File: src/rtl/mem_arbiter.sv
// mem_arbiter: shares one memory port between instruction fetch and data
// load/store. A winner is latched in IDLE, issued with a one-cycle memExecute,
// awaited in WAIT (with a watchdog), and acknowledged for one cycle in RESP.
// Optional build macro ARB_ROUND_ROBIN_EN: alternate grants on simultaneous
// requests instead of the default fixed data-over-fetch priority.
module mem_arbiter #(
  parameter int AW      = 32,
  parameter int DW      = 32,
  parameter int TIMEOUT = 255
) (
  input  logic          clk,
  input  logic          reset,
  input  logic          if_req,
  input  logic [AW-1:0] if_addr,
  output logic          if_ack,
  output logic [DW-1:0] if_rdata,
  output logic          if_err,
  input  logic          d_req,
  input  logic          d_write,
  input  logic [1:0]    d_size,
  input  logic          d_sign,
  input  logic [AW-1:0] d_addr,
  input  logic [DW-1:0] d_wdata,
  output logic          d_ack,
  output logic [DW-1:0] d_rdata,
  output logic          d_err,
  input  logic          memReady,
  input  logic          dataReady,
  input  logic [DW-1:0] memRdata,
  output logic          memExecute,
  output logic          memWrite,
  output logic [1:0]    memSize,
  output logic          memSign,
  output logic [AW-1:0] memAddress,
  output logic [DW-1:0] memWdata,
  output logic          busy,
  output logic          grant_d
);

  typedef enum logic [1:0] {IDLE, ISSUE, WAIT, RESP} state_t;

  // Last WAIT cycle value of the watchdog counter before giving up.
  localparam logic [7:0] LP_TLAST = 8'(TIMEOUT - 1);

  state_t        r_state;
  logic [7:0]    r_count;
  logic          r_memExecute;
  logic          r_memWrite;
  logic [1:0]    r_memSize;
  logic          r_memSign;
  logic [AW-1:0] r_memAddress;
  logic [DW-1:0] r_memWdata;
  logic          r_ifAck;
  logic          r_ifErr;
  logic [DW-1:0] r_ifRdata;
  logic          r_dAck;
  logic          r_dErr;
  logic [DW-1:0] r_dRdata;
  logic          r_grantD;
  logic          w_pickD;

`ifdef ARB_ROUND_ROBIN_EN
  // Pointer remembers whether the last served port was data; 0 (fetch) after
  // reset so the first contested grant goes to data.
  logic r_rrLastD;
  assign w_pickD = d_req & (~if_req | ~r_rrLastD);
`else
  assign w_pickD = d_req;
`endif

  assign memExecute = r_memExecute;
  assign memWrite   = r_memWrite;
  assign memSize    = r_memSize;
  assign memSign    = r_memSign;
  assign memAddress = r_memAddress;
  assign memWdata   = r_memWdata;
  assign if_ack     = r_ifAck;
  assign if_err     = r_ifErr;
  assign if_rdata   = r_ifRdata;
  assign d_ack      = r_dAck;
  assign d_err      = r_dErr;
  assign d_rdata    = r_dRdata;
  assign grant_d    = r_grantD;
  assign busy       = (r_state != IDLE);

  // Transaction sequencer: arbitrate, issue, wait with watchdog, acknowledge.
  always_ff @(posedge clk or negedge reset) begin
    if (!reset) begin
      r_state      <= IDLE;
      r_count      <= '0;
      r_memExecute <= 1'b0;
      r_memWrite   <= 1'b0;
      r_memSize    <= '0;
      r_memSign    <= 1'b0;
      r_memAddress <= '0;
      r_memWdata   <= '0;
      r_ifAck      <= 1'b0;
      r_ifErr      <= 1'b0;
      r_ifRdata    <= '0;
      r_dAck       <= 1'b0;
      r_dErr       <= 1'b0;
      r_dRdata     <= '0;
      r_grantD     <= 1'b0;
`ifdef ARB_ROUND_ROBIN_EN
      r_rrLastD    <= 1'b0;
`endif
    end else begin
      case (r_state)
        IDLE: begin
          if (memReady && (if_req || d_req)) begin
            r_grantD     <= w_pickD;
            r_memExecute <= 1'b1;
            r_state      <= ISSUE;
            if (w_pickD) begin
              r_memWrite   <= d_write;
              r_memSize    <= d_size;
              r_memSign    <= d_sign;
              r_memAddress <= d_addr;
              r_memWdata   <= d_wdata;
            end else begin
              r_memWrite   <= 1'b0;
              r_memSize    <= 2'b10;
              r_memSign    <= 1'b0;
              r_memAddress <= if_addr;
              r_memWdata   <= '0;
            end
          end
        end
        ISSUE: begin
          r_memExecute <= 1'b0;
          r_count      <= '0;
          r_state      <= WAIT;
        end
        WAIT: begin
          if (dataReady) begin
            r_state <= RESP;
            if (r_grantD) begin
              r_dRdata <= memRdata;
              r_dAck   <= 1'b1;
              r_dErr   <= 1'b0;
            end else begin
              r_ifRdata <= memRdata;
              r_ifAck   <= 1'b1;
              r_ifErr   <= 1'b0;
            end
          end else if (r_count == LP_TLAST) begin
            r_state <= RESP;
            if (r_grantD) begin
              r_dRdata <= '0;
              r_dAck   <= 1'b1;
              r_dErr   <= 1'b1;
            end else begin
              r_ifRdata <= '0;
              r_ifAck   <= 1'b1;
              r_ifErr   <= 1'b1;
            end
          end else begin
            r_count <= r_count + 8'd1;
          end
        end
        RESP: begin
          r_ifAck <= 1'b0;
          r_ifErr <= 1'b0;
          r_dAck  <= 1'b0;
          r_dErr  <= 1'b0;
          r_state <= IDLE;
`ifdef ARB_ROUND_ROBIN_EN
          r_rrLastD <= r_grantD;
`endif
        end
        default: r_state <= IDLE;
      endcase
    end
  end

endmodule
File: config.mk
export PLATFORM = sky130hd
export DESIGN_NAME = mem_arbiter
export DESIGN_NICKNAME = d
export VERILOG_FILES = /design/src/rtl/mem_arbiter.sv
export SDC_FILE = /design/constraint.sdc
export NUM_CORES = 1
export LEC_CHECK = 0
export BUFFER_PORTS_ARGS = -buffer_cell sky130_fd_sc_hd__buf_2
export CAP_MARGIN = 10
export CORE_ASPECT_RATIO = 1.2
export CORE_MARGIN = 5
export CORE_UTILIZATION = 47
export DETAILED_ROUTE_END_ITERATION = 8
export GPL_TIMING_DRIVEN = 0
export PLACE_DENSITY = 0.8
export SLEW_MARGIN = 20
export SYNTH_ARGS = -nofsm -noshare
export SYNTH_HDL_FRONTEND = slang
export SYNTH_SLANG_ARGS = --single-unit
File: constraint.sdc
create_clock -name clk -period 2.72 [get_ports clk]
set_clock_uncertainty 0.2 [all_clocks]
set_input_delay 0.544 -clock clk [delete_from_list [all_inputs] [get_ports clk]]
set_output_delay 0.544 -clock clk [all_outputs]
set_load 0.01 [all_outputs]
==> results, run 1 <==
- The leading area contributor after synthesis is sky130_fd_sc_hd__dfrtp_1.
- The via count is 5247.
- The via density per instance is 5.190.
- The final critical delay including setup and external delays is 2260 ps.
- The worst setup path is launched from a flip-flop.
- The number of different library cells used by synthesis comes to 36.
- The met2 demand-to-capacity share in global routing is 0.4014.
- The register area share after synthesis is 0.6127.
- The number of failing setup endpoints in the final timing report is 0.
- The aggregate global-route resource usage is 0.2371.
- The number of hold violations in the final report is 0.
- The number of global-route vias before repair is 5378.
- The maximum resistive drop on vdd is 0.5093 mV.
- Summing all placed instances gives a cell area of 7664 um2.
- The worst slack on hold paths is 170.3 ps.
- In the final routed layout, each cell accounts on average for 17.89 um.
- The maximum clock insertion buffer count is 2.
- For this run, design rule violations remaining after detail routing come to 0.
- The class of the most critical hold timing path is primary input to flip-flop.
- The net count after synthesis is 683.
- The filler cells instantiated in the layout total 1053.
- Of all nets on the critical path, the largest fanout is 10.
- For the pin with the worst max-slew slack, the measured transition is 712.6 ps.
- The die is 113.5 um wide.
- The synthesis-stage register bit count is 148.
- The global routing stage identified its most utilized layer as met2.
- The number of slew-limit violations in the final report is 0.
- Setup repair after global routing left no endpoint under its margin.
- The kind of capture point of the worst setup path is a flip-flop.
- The most common flop cell mapped by yosys is sky130_fd_sc_hd__dfrtp_1.
- Port buffering added 275 buffers.
- The global routing met3 resource utilization is 0.07491.
- The number of antenna diodes in the final layout is 0.
- The worst slew margin relative to its limit is 0.5250.
- Summing all non-filler instances in the final layout gives an area of 8303 um2.
- Sorting the synthesized cells by how often they occur yields sky130_fd_sc_hd__dfrtp_1, sky130_fd_sc_hd__nand2_1, sky130_fd_sc_hd__o21ai_0.
- Averaged over all synthesized cells, the footprint is 11.24 um2.
- The fraction of layout instances using a drive strength above 1 is 0.3920.
- The critical path class is flip-flop to flip-flop.
- Among cell families on the critical path, the largest total delay comes from buffers and inverters.
- The floorplan step defined a core boundary enclosing 12610 um2.
- Yosys attributes the largest share of cell area to sky130_fd_sc_hd__dfrtp_1, sky130_fd_sc_hd__a22o_1, sky130_fd_sc_hd__nand2_1.
- The number of H-tree levels is 4.
- The pin count of the biggest net entering global routing is 90.
- The max-capacitance violation count is 0.
- By instance count, the leading cell after synthesis is sky130_fd_sc_hd__dfrtp_1.
- The insertion delay of the later-clocked pin in the worst-skew pair is 410 ps.
- The weighted congestion reported at the end of routability-driven placement is 0.8171.
- The count of nets left with antenna violations once routing finished came out at 0.
- The number of buffers created by CTS is 17.
- Walking the worst path, the cells encountered are inv_1, ha_1, buf_2, nor2b_1, and2_1, clkbuf_1, buf_4, a22o_1.
- At the worst endpoint, the arrival time is 2410 ps.
- The area growth from synthesis to layout is 37.36%.
- The detailed-router iteration count before antenna repair is 5.
- The number of gates resized after CTS is 0.
- The root buffer cell chosen for the clock tree is sky130_fd_sc_hd__clkbuf_16.
- At the worst endpoint, the required time is 2870 ps.
- Of the available clock period, the critical path in the final layout requires 0.8310.
- The number of instances in the synthesized netlist is 538.
- After legalization and detailed placement, the total HPWL measured 13980 um.
- The floorplan step set the die height to 134.2 um.
- The I/O pin count is 277.
- After the first detailed-routing iteration, the DRC count stood at 360.
- For this design, the slowest cell found on the critical path is sky130_fd_sc_hd__dfrtp_1.
- The count of yosys warnings during synthesis is 0.
- Power spread over the standard cell area amounts to 1137 nW/um2.
- The floorplan has 45 rows.
- The global-route wire length before repair is 28230 um.
- Of all flip-flops after synthesis, the portion carrying an async set or reset was 1.000.
- For this run the aggregate overflow at the end of global routing stands at 0.
- The met1 layer usage reported by global route is 0.2916.
- The initial cell density of the core is 0.4793.
- The flow ran to the end, and the final reports show no timing, DRC or antenna violations.
- Buffers inserted to repair hold after CTS numbered 1.
- The number of nets at the end of the flow is 979.
- TritonCTS built the clock tree.
- For this run, the top clock speed supported by timing is 0.4424 GHz.
- The clock slew at the register clock pins of the worst setup and hold paths is 60 ps.
- The final wirelength is 18090 um.
- The clock sink count is 148.
- The share of the synthesized area in the top cell type is 0.6127.
- Counting both buffers and inverters, the worst setup path holds a total of 4.
- The netlist area before placement is 6045 um2.
- The post-CTS setup buffer count is 0.
- The static leakage is 4.547 nW.
- The synthesized design contains 0 enable-type register cells.
- The largest single stage delay on the critical path is 400 ps.
- The area enclosed by the die boundary is 15240 um2.
- The initial antenna violation count is 2.
cells in the final DEF, fill, tap and decap left out, types with 2 or more instances in the layout:
cell type                    count
sky130_fd_sc_hd__nor2_1          4
sky130_fd_sc_hd__mux2i_1        34
sky130_fd_sc_hd__buf_6           4
sky130_fd_sc_hd__and3_1          3
sky130_fd_sc_hd__bufinv_16       4
sky130_fd_sc_hd__dfrtp_1       148
sky130_fd_sc_hd__buf_4           4
sky130_fd_sc_hd__ha_1            7
sky130_fd_sc_hd__nor2b_1         2
sky130_fd_sc_hd__a22o_1         64
sky130_fd_sc_hd__a22oi_1         2
sky130_fd_sc_hd__or2_1           2
sky130_fd_sc_hd__clkinv_4        2
sky130_fd_sc_hd__clkbuf_1       21
sky130_fd_sc_hd__clkinv_2        2
sky130_fd_sc_hd__buf_2         287
sky130_fd_sc_hd__o21ai_0        73
sky130_fd_sc_hd__clkbuf_16      17
sky130_fd_sc_hd__and2_1          2
sky130_fd_sc_hd__nand3_1        11
sky130_fd_sc_hd__inv_1           7
sky130_fd_sc_hd__inv_6           3
sky130_fd_sc_hd__nand2_1       116
sky130_fd_sc_hd__nand2b_1        5
sky130_fd_sc_hd__clkinvlp_4      2
worst paths after layout:
kind                       cells after the start                       end               startpoint  slack [ps]
setup reg to reg                               8  if_rdata[10]$_DFFE_PN0P_   r_state[0]$_DFFE_PN0P_         460
hold reg to reg                                2   memWdata[9]$_DFFE_PN0P_  memWdata[9]$_DFFE_PN0P_         270
setup / recovery                               8  if_rdata[10]$_DFFE_PN0P_   r_state[0]$_DFFE_PN0P_         460
min in group asynchronous                      2   d_rdata[23]$_DFFE_PN0P_                    reset         450
max in group asynchronous                      3  memWdata[13]$_DFFE_PN0P_                    reset        1080
hold / removal                                 2   d_rdata[23]$_DFFE_PN0P_             memRdata[23]         170
through the flow:
step | total power [mW] | instances | TNS (ps) | utilization | worst slack (ps)
floorplan | 5.365 | 538 | 0 | - | 816.3
global placement | 6.870 | 977 | -172100 | 0.6047 | -1175
detailed placement | 6.988 | 978 | 0 | 0.6076 | 420.8
CTS | 9.534 | 1011 | 0 | 0.6583 | 437.4
global route | 10.03 | 1011 | 0 | 0.6583 | 227.3
finish | 9.437 | 1011 | 0 | 0.6583 | 459.8
worst reg2reg max path, cell delays in order (launching register included):
cell and delay [ps]:
sky130_fd_sc_hd__dfrtp_1 400, sky130_fd_sc_hd__inv_1 140, sky130_fd_sc_hd__ha_1 160, sky130_fd_sc_hd__buf_2 180
sky130_fd_sc_hd__nor2b_1 310, sky130_fd_sc_hd__and2_1 170, sky130_fd_sc_hd__clkbuf_1 230, sky130_fd_sc_hd__buf_4 240
sky130_fd_sc_hd__a22o_1 160
flip-flops by register name, summed over array words and instances, names as in the netlist:
register / flops
d_rdata: 32
if_rdata: 32
memAddress: 32
memWdata: 32
r_count: 8
memSize: 2
r_state: 2
d_ack: 1
d_err: 1
grant_d: 1
if_ack: 1
if_err: 1
memExecute: 1
memSign: 1
memWrite: 1
cells by family (layout without fill, tap and decap cells):
| family | Yosys count | in the layout | synth area share |
|---|---|---|---|
| AND/OR/NAND/NOR | 151 | 151 | 0.1058 |
| AO/OA/AOI/OAI | 148 | 148 | 0.1670 |
| multiplexers | 36 | 36 | 0.06003 |
| adder cells (fa/ha/maj) | 7 | 7 | 0.01449 |
| buffers and inverters | 48 | 357 | 0.03995 |
| flip-flops | 148 | 148 | 0.6127 |
power by group:
part           switching, mW  total (mW)  internal (mW)
Combinational           1.82        3.25           1.42
Sequential             0.542        3.68           3.14
Clock                  0.957        2.51           1.55
Total                   3.32        9.44           6.12
cell type report:
type,instances,area [um2],share of cell area
flip-flops and latches,148,3704,0.4461
multi-input cells,342,2100,0.2529
well taps,164,205.2,0.02471
clock buffers,18,429.2,0.05169
clock inverters,14,200.2,0.02411
repair buffers,277,1424,0.1715
plain buffers,41,215.2,0.02592
inverters,7,26.28,0.003165
per-layer routing:
metal / part of all wire / vias to the layer above / routed length [um]
met5: 0.0014 / - / 25
met4: 0.013 / 4 / 238
met3: 0.10 / 20 / 1855
met2: 0.49 / 273 / 8834
met1: 0.39 / 2479 / 7132
li1: - / 2471 / -
No activity file was read; power rests on OpenSTA's default activity.
==> inputs of run 2 (changes only) <==
Clock period 2.72 ns to 2.1 ns, I/O delays scaled along.
==> run 2 against run 1 <==
Compared with the run above: sequential power up 30%; critical path depth unchanged; highest routed layer unchanged; first-iteration DRC count down 5.3%; largest cell class unchanged; critical path type unchanged.
==> results, run 2 (synthesis gave the netlist of run 1 again) <==
- The detailed-route DRC error count is 0 (unchanged).
- The worst slack on hold paths is 47.70 ps (-122.6 ps).
- The number of nets at the end of the flow is 977 (-0.20%).
- The detailed-router iteration count before antenna repair is 6 (+1).
- The count of antenna-violating nets left after detailed routing came to 0 (unchanged).
- Tracing the worst setup path back leads to its startpoint at r_state[0]$_DFFE_PN0P_.
- The post-route standard cell area excluding fillers is 8343 um2 (+0.48%).
- The die height came to 134.2 um (unchanged).
- The fraction of layout instances using a drive strength above 1 is 0.4118 (+0.01986).
- The I/O pin count was 277 (unchanged).
- The footprint of the multi-input gates is 2130 um2 (+1.4%).
- The power density of the placed cells is 1473 nW/um2 (+30%).
- The flow ran to the end, and the final reports show no timing, DRC or antenna violations.
- The post-layout utilization of the core is 0.6615 (+0.003175).
- The area growth from synthesis to layout is 38.03%.
- The number of diodes added for antenna fixing came to 0 (unchanged).
- The area after detailed placement is 7664 um2 (unchanged).
- The pin count of the biggest net entering global routing is 90 (unchanged).
- The area taken by flip-flops and latches was 3704 um2 (unchanged).
- The insertion delay of the later-clocked pin in the worst-skew pair is 410 ps (about the same).
- The global-route wire length before repair is 28230 um (unchanged).
- The remaining global-route overflow came to 0 (unchanged).
- STA classifies the critical path endpoint as a flip-flop.
- The aggregate global-route resource usage is 0.2371 (unchanged).
- TritonCTS built the clock tree.
- The maximum clock insertion buffer count is 2 (unchanged).
- The via count is 5248 (+0.019%).
- The final clock period utilization by the worst path came to 0.9542 (+0.1232).
- The startpoint class of the critical path is a flip-flop.
- The cell chosen for the clock root is sky130_fd_sc_hd__clkbuf_16.
- The highest clock frequency the design can meet was 0.4990 GHz (+13%).
- The static leakage came to 4.581 nW (+0.75%).
- The max-capacitance violation count is 0 (unchanged).
- The chip width is 113.5 um (unchanged).
- The via density per instance is 5.201 (+0.22%).
- The number of global-route vias before repair is 5370 (-0.15%).
- The required time reported for the critical path endpoint is 2190 ps (-680 ps).
- The initial antenna violation count is 2 (unchanged).
- The leading cell type in the layout, fill and taps excluded is sky130_fd_sc_hd__buf_2.
- The critical path class is flip-flop to flip-flop.
- The clock sink count is 148 (unchanged).
- The startpoint identified for the worst register-to-register timing path is r_state[0]$_DFFE_PN0P_.
- The number of slew-limit violations in the final report was 0 (unchanged).
- The flop-to-flop setup slack is 100 ps (-360 ps).
- The final critical delay including setup and external delays is 2004 ps (-256.4 ps).
- The area enclosed by the die boundary is 15240 um2 (unchanged).
- The number of failing setup endpoints in the final timing report is 0 (unchanged).
- The tightest min-delay check is of the primary input to flip-flop type.
- The routed wire length per instance is 18.00 um (+0.64%).
- In the layout the commonest cells are sky130_fd_sc_hd__buf_2, sky130_fd_sc_hd__dfrtp_1, sky130_fd_sc_hd__nand2_1.
- The actual transition at the worst max-transition pin is 710.1 ps (-2.484 ps).
- The count of routing violations after the opening detailed-route iteration is 341 (-5.3%).
- The largest fanout on the critical path is 10 (unchanged).
- The number of placement rows is 45 (unchanged).
- The area of the core is 12610 um2 (unchanged).
- Setup repair after global routing left no endpoint under its margin.
- The initial cell density of the core is 0.4793 (unchanged).
- The maximum resistive drop on vdd is 0.6603 mV (+30%).
- The worst slew margin relative to its limit is 0.5266 (+0.001656).
- The half-perimeter wire length of the detailed placement result came to 13980 um (unchanged).
- The number of H-tree levels is 4 (unchanged).
- The number of buffers created by CTS came to 17 (unchanged).
- The final wirelength is 18170 um (+0.44%).
- The clock slew at the register clock pins of the worst setup and hold paths is 60 ps (about the same).
- The count of cells along the worst register-to-register path is 8 (unchanged).
- The total of fill cells in the finished design is 1044 (-0.85%).
- Following the worst setup path forward leads to its endpoint at d_rdata[10]$_DFFE_PN0P_.
- The capturing point of the worst reg2reg path is d_rdata[10]$_DFFE_PN0P_.
- The data arrival time of the critical path is 2090 ps (-320 ps).
- The count of buffers inserted at the top-level ports came to 275 (unchanged).
- The weighted congestion reported at the end of routability-driven placement was 0.8171 (unchanged).
- The number of hold violations in the final report was 0 (unchanged).
## run 2: changes by cell type in the layout (fill, tap and decap cells not counted), sizes merged
cell | previous run | this run
clkbuf | 38 | 36
## run 2: worst min path at each step
stage               slack [ps]  depth (start not counted)                       end                    start
floorplan                  -80                          0         d_ack$_DFFE_PN0P_                    reset
global placement           260                          2   memWdata[8]$_DFFE_PN0P_  memWdata[8]$_DFFE_PN0P_
detailed placement         170                          1  if_rdata[25]$_DFFE_PN0P_                    reset
CTS                         40                          2   d_rdata[25]$_DFFE_PN0P_             memRdata[25]
global route                40                          2  if_rdata[20]$_DFFE_PN0P_             memRdata[20]
finish                      50                          2   d_rdata[23]$_DFFE_PN0P_             memRdata[23]
## run 2: power by group
| part | internal [mW] | leakage, nW | switching, mW |
|---|---|---|---|
| sequential | 4.07 | 1.89 | 0.715 |
| combinational | 1.88 | 2.39 | 2.37 |
| clock | 2.01 | 0.303 | 1.24 |
| total | 7.96 | 4.58 | 4.33 |
## run 2: area by class of cell
cell class,instances,share of cell area
Clock buffer,18,0.05144
Clock inverter,14,0.02400
Timing Repair Buffer,277,0.1707
Inverter,7,0.003149
Tap cell,164,0.02460
Multi-Input combinational cell,342,0.2552
Sequential cell,148,0.4439
Buffer,39,0.02699
## run 2: worst max-delay path, stage by stage (launching register included)
cell	delay [ps]
sky130_fd_sc_hd__dfrtp_1	410
sky130_fd_sc_hd__inv_2	100
sky130_fd_sc_hd__ha_1	140
sky130_fd_sc_hd__clkbuf_4	190
sky130_fd_sc_hd__nand2_1	120
sky130_fd_sc_hd__or2_1	240
sky130_fd_sc_hd__buf_6	130
sky130_fd_sc_hd__buf_6	130
sky130_fd_sc_hd__a22o_1	210
## run 2: per-stage QoR
stage          total power [mW]  std cells  worst slack (ps)  setup TNS, ps
6_report                  12.29       1009             96.18              0
5_1_grt                   13.04       1009             1.104              0
4_1_cts                   12.36       1009             6.912              0
3_5_place_dp              9.051        978            -115.2          -5596
3_3_place_gp              8.898        977             -1671        -248910
2_1_floorplan             6.949        538             201.3              0
## run 2: routing by layer
layer  part of all wire  wire length [um]  GRT usage
met2               0.49              8854     0.4011
met4              0.014               251    0.06747
met3               0.10              1891    0.07491
met5             0.0010                19          0
met1               0.39              7148     0.2919
## run 2: what timing repair did
action	4_1_cts	5_1_grt
endpoints found under the setup margin	82	86
pin swaps	0	0
setup buffers	0	0
hold buffers	1	0
endpoints found under the hold margin	59	0
gates resized for setup	6	26
==> inputs of run 3 (changes only) <==
Settings changed: GPL_TIMING_DRIVEN 0 to default.
==> run 3 against run 2 <==
Compared with the run above: fmax grew 2.0%; critical path type unchanged; largest power group unchanged; routed wire length shrank 1.4%; cell area fell by 0.99%; via count down 0.19%.
==> results, run 3 (synthesis gave the netlist of run 1 again) <==
- The run finished with clean final reports.
- The I/O pin count is 277 (unchanged).
- The required time reported for the critical path endpoint is 2240 ps (+50 ps).
- The highest clock frequency the design can meet came to 0.5092 GHz (+2.0%).
- The final wirelength is 17920 um (-1.4%).
- The number of slew-limit violations in the final report is 0 (unchanged).
- The number of diodes added for antenna fixing came to 0 (unchanged).
- The area of the core is 12610 um2 (unchanged).
- The number of H-tree levels is 4 (unchanged).
- The insertion delay of the later-clocked pin in the worst-skew pair is 410 ps (about the same).
- The top cell types in the final layout, fill and taps aside, are sky130_fd_sc_hd__buf_2, sky130_fd_sc_hd__dfrtp_1, sky130_fd_sc_hd__nand2_1.
- The count of routing violations after the opening detailed-route iteration is 409 (+20%).
- The switching power is 4.175 mW (-3.5%).
- The cell chosen for the clock root is sky130_fd_sc_hd__clkbuf_16.
- The pin count of the biggest net entering global routing is 70 (-22%).
- The number of buffers created by CTS is 17 (unchanged).
- The weighted congestion reported at the end of routability-driven placement is 0.8875 (+8.6%).
- The startpoint class of the critical path is a flip-flop.
- The via count was 5238 (-0.19%).
- The chip width is 113.5 um (unchanged).
- TritonCTS built the clock tree.
- The half-perimeter wire length of the detailed placement result is 13490 um (-3.5%).
- Setup repair after global routing left no endpoint under its margin.
- The worst slew margin relative to its limit is 0.7003 (+0.1736).
- The routed wire length per instance is 18.23 um (+1.2%).
- The clock slew at the register clock pins of the worst setup and hold paths was 60 ps (about the same).
- The max-capacitance violation count is 0 (unchanged).
- The remaining global-route overflow was 0 (unchanged).
- The count of cells along the worst register-to-register path is 7 (-1).
- The final setup TNS is 0 ps (unchanged).
- The hold-critical path depth is 3 (+1).
- The number of failing setup endpoints in the final timing report is 0 (unchanged).
- The maximum resistive drop on vdd is 0.7946 mV (+20%).
- The min-delay analysis places its worst path in the category primary input to flip-flop.
- The internal cell power was 7.933 mW (-0.36%).
- The fraction of power consumed by combinational cells is 0.345 (about the same).
- The total of fill cells in the finished design came to 999 (-4.3%).
- The die height came to 134.2 um (unchanged).
- The actual transition at the worst max-transition pin is 449.6 ps (-260.5 ps).
- The critical path class is flip-flop to flip-flop.
- The count of antenna-violating nets left after detailed routing is 0 (unchanged).
- The detailed-router iteration count before antenna repair is 5 (-1).
- The aggregate global-route resource usage was 0.2344 (-0.002718).
- The global-route wire length before repair was 28140 um (-0.32%).
- Leaving out fill and tap cells, the most frequent cell in the layout is sky130_fd_sc_hd__buf_2.
- The clock sink count is 148 (unchanged).
- The sequential cell fraction of total power came to 0.397 (+0.007).
- The switching power share of the total is 0.3448 (-0.007166).
- The maximum clock insertion buffer count was 2 (unchanged).
- The initial cell density of the core was 0.4793 (unchanged).
- The final worst-path setup slack is 136.0 ps (+39.86 ps).
- The number of global-route vias before repair is 5400 (+0.56%).
- The data arrival time of the critical path is 2110 ps (+20 ps).
- The worst setup timing slack at the placement stage is 39.41 ps (+154.6 ps).
- The via density per instance is 5.329 (+2.4%).
- The fraction of layout instances using a drive strength above 1 came to 0.4005 (-0.01135).
- The area growth from synthesis to layout is 36.66%.
- The final critical delay including setup and external delays is 1964 ps (-39.86 ps).
- The initial antenna violation count was 0 (-2).
- The number of hold violations in the final report was 0 (unchanged).
- The power density of the placed cells is 1466 nW/um2 (-0.47%).
- The detailed-route DRC error count is 0 (unchanged).
- The number of nets at the end of the flow is 953 (-2.5%).
- The final clock period utilization by the worst path came to 0.9352 (-0.01898).
- The static leakage is 4.541 nW (-0.89%).
- The number of placement rows is 45 (unchanged).
- The post-CTS setup buffer count is 0 (unchanged).
- The part of the total power dissipated in the clock network is 0.258 (-0.007).
- The count of buffers inserted at the top-level ports was 276 (+0.36%).
- The area enclosed by the die boundary is 15240 um2 (unchanged).
- The worst setup path is captured at a flip-flop.
- The largest fanout on the critical path is 32 (+22).
## run 3: per-layer routing
layer	global-route usage	part of all wire	up-vias
met2	0.3739	0.48	311
met5	0	0	-
met3	0.09161	0.11	33
li1	-	-	2421
met1	0.2860	0.38	2473
met4	0.09218	0.025	0
## run 3: cell type report
class                   instances  area (um2)  area share
clock buffers                  22       494.2     0.05983
clock inverters                 8       123.9     0.01500
inverters                       7       26.28    0.003181
multi-input cells             342        2106      0.2549
flip-flops and latches        148        3704      0.4483
well taps                     164       205.2     0.02484
repair buffers                292        1602      0.1939
## run 3: timing repair
| item | in CTS | in global routing |
|---|---|---|
| resized for setup | 0 | 3 |
| setup endpoints to repair | 0 | 33 |
| hold buffers | 1 | 0 |
| endpoints found under the hold margin | 39 | 0 |
## run 3: worst paths after layout
kind	from	to	slack [ps]
hold reg to reg	memWdata[18]$_DFFE_PN0P_	memWdata[18]$_DFFE_PN0P_	270
min in group asynchronous	reset	if_rdata[27]$_DFFE_PN0P_	320
hold / removal	d_wdata[18]	memWdata[18]$_DFFE_PN0P_	50
max in group asynchronous	reset	memWdata[13]$_DFFE_PN0P_	830
setup / recovery	r_count[0]$_DFFE_PN0P_	if_rdata[10]$_DFFE_PN0P_	140
setup reg to reg	r_count[0]$_DFFE_PN0P_	if_rdata[10]$_DFFE_PN0P_	140
## run 3: critical path, cell delays in order, from the launching register on
cell and delay (ps):
sky130_fd_sc_hd__dfrtp_1 400, sky130_fd_sc_hd__inv_1 60, sky130_fd_sc_hd__ha_1 180, sky130_fd_sc_hd__and3_1 180, sky130_fd_sc_hd__a21oi_2 270, sky130_fd_sc_hd__nand2b_1 220
sky130_fd_sc_hd__buf_12 210, sky130_fd_sc_hd__a22o_1 170
## run 3: per-stage QoR
stage	power (mW)	area (um2)	util	std cells	hold WS, ps
after global routing	12.86	8260	0.6550	983	45.23
after detailed placement	9.026	7625	0.6046	952	186.2
after floorplan	6.949	6045	-	538	-75.59
after global placement	8.826	7625	0.6046	952	179.6
final	12.11	8260	0.6550	983	49.58
after CTS	12.24	8253	0.6544	983	30.84
## run 3: power by group through the flow
stage / Sequential (mW) / Clock (mW) / Combinational, mW
2_1_floorplan: 5.29 / 0 / 1.65
3_3_place_gp: 4.77 / 0 / 4.06
3_5_place_dp: 4.82 / 0 / 4.21
4_1_cts: 4.80 / 3.18 / 4.25
5_1_grt: 4.96 / 3.31 / 4.59
6_report: 4.81 / 3.12 / 4.18
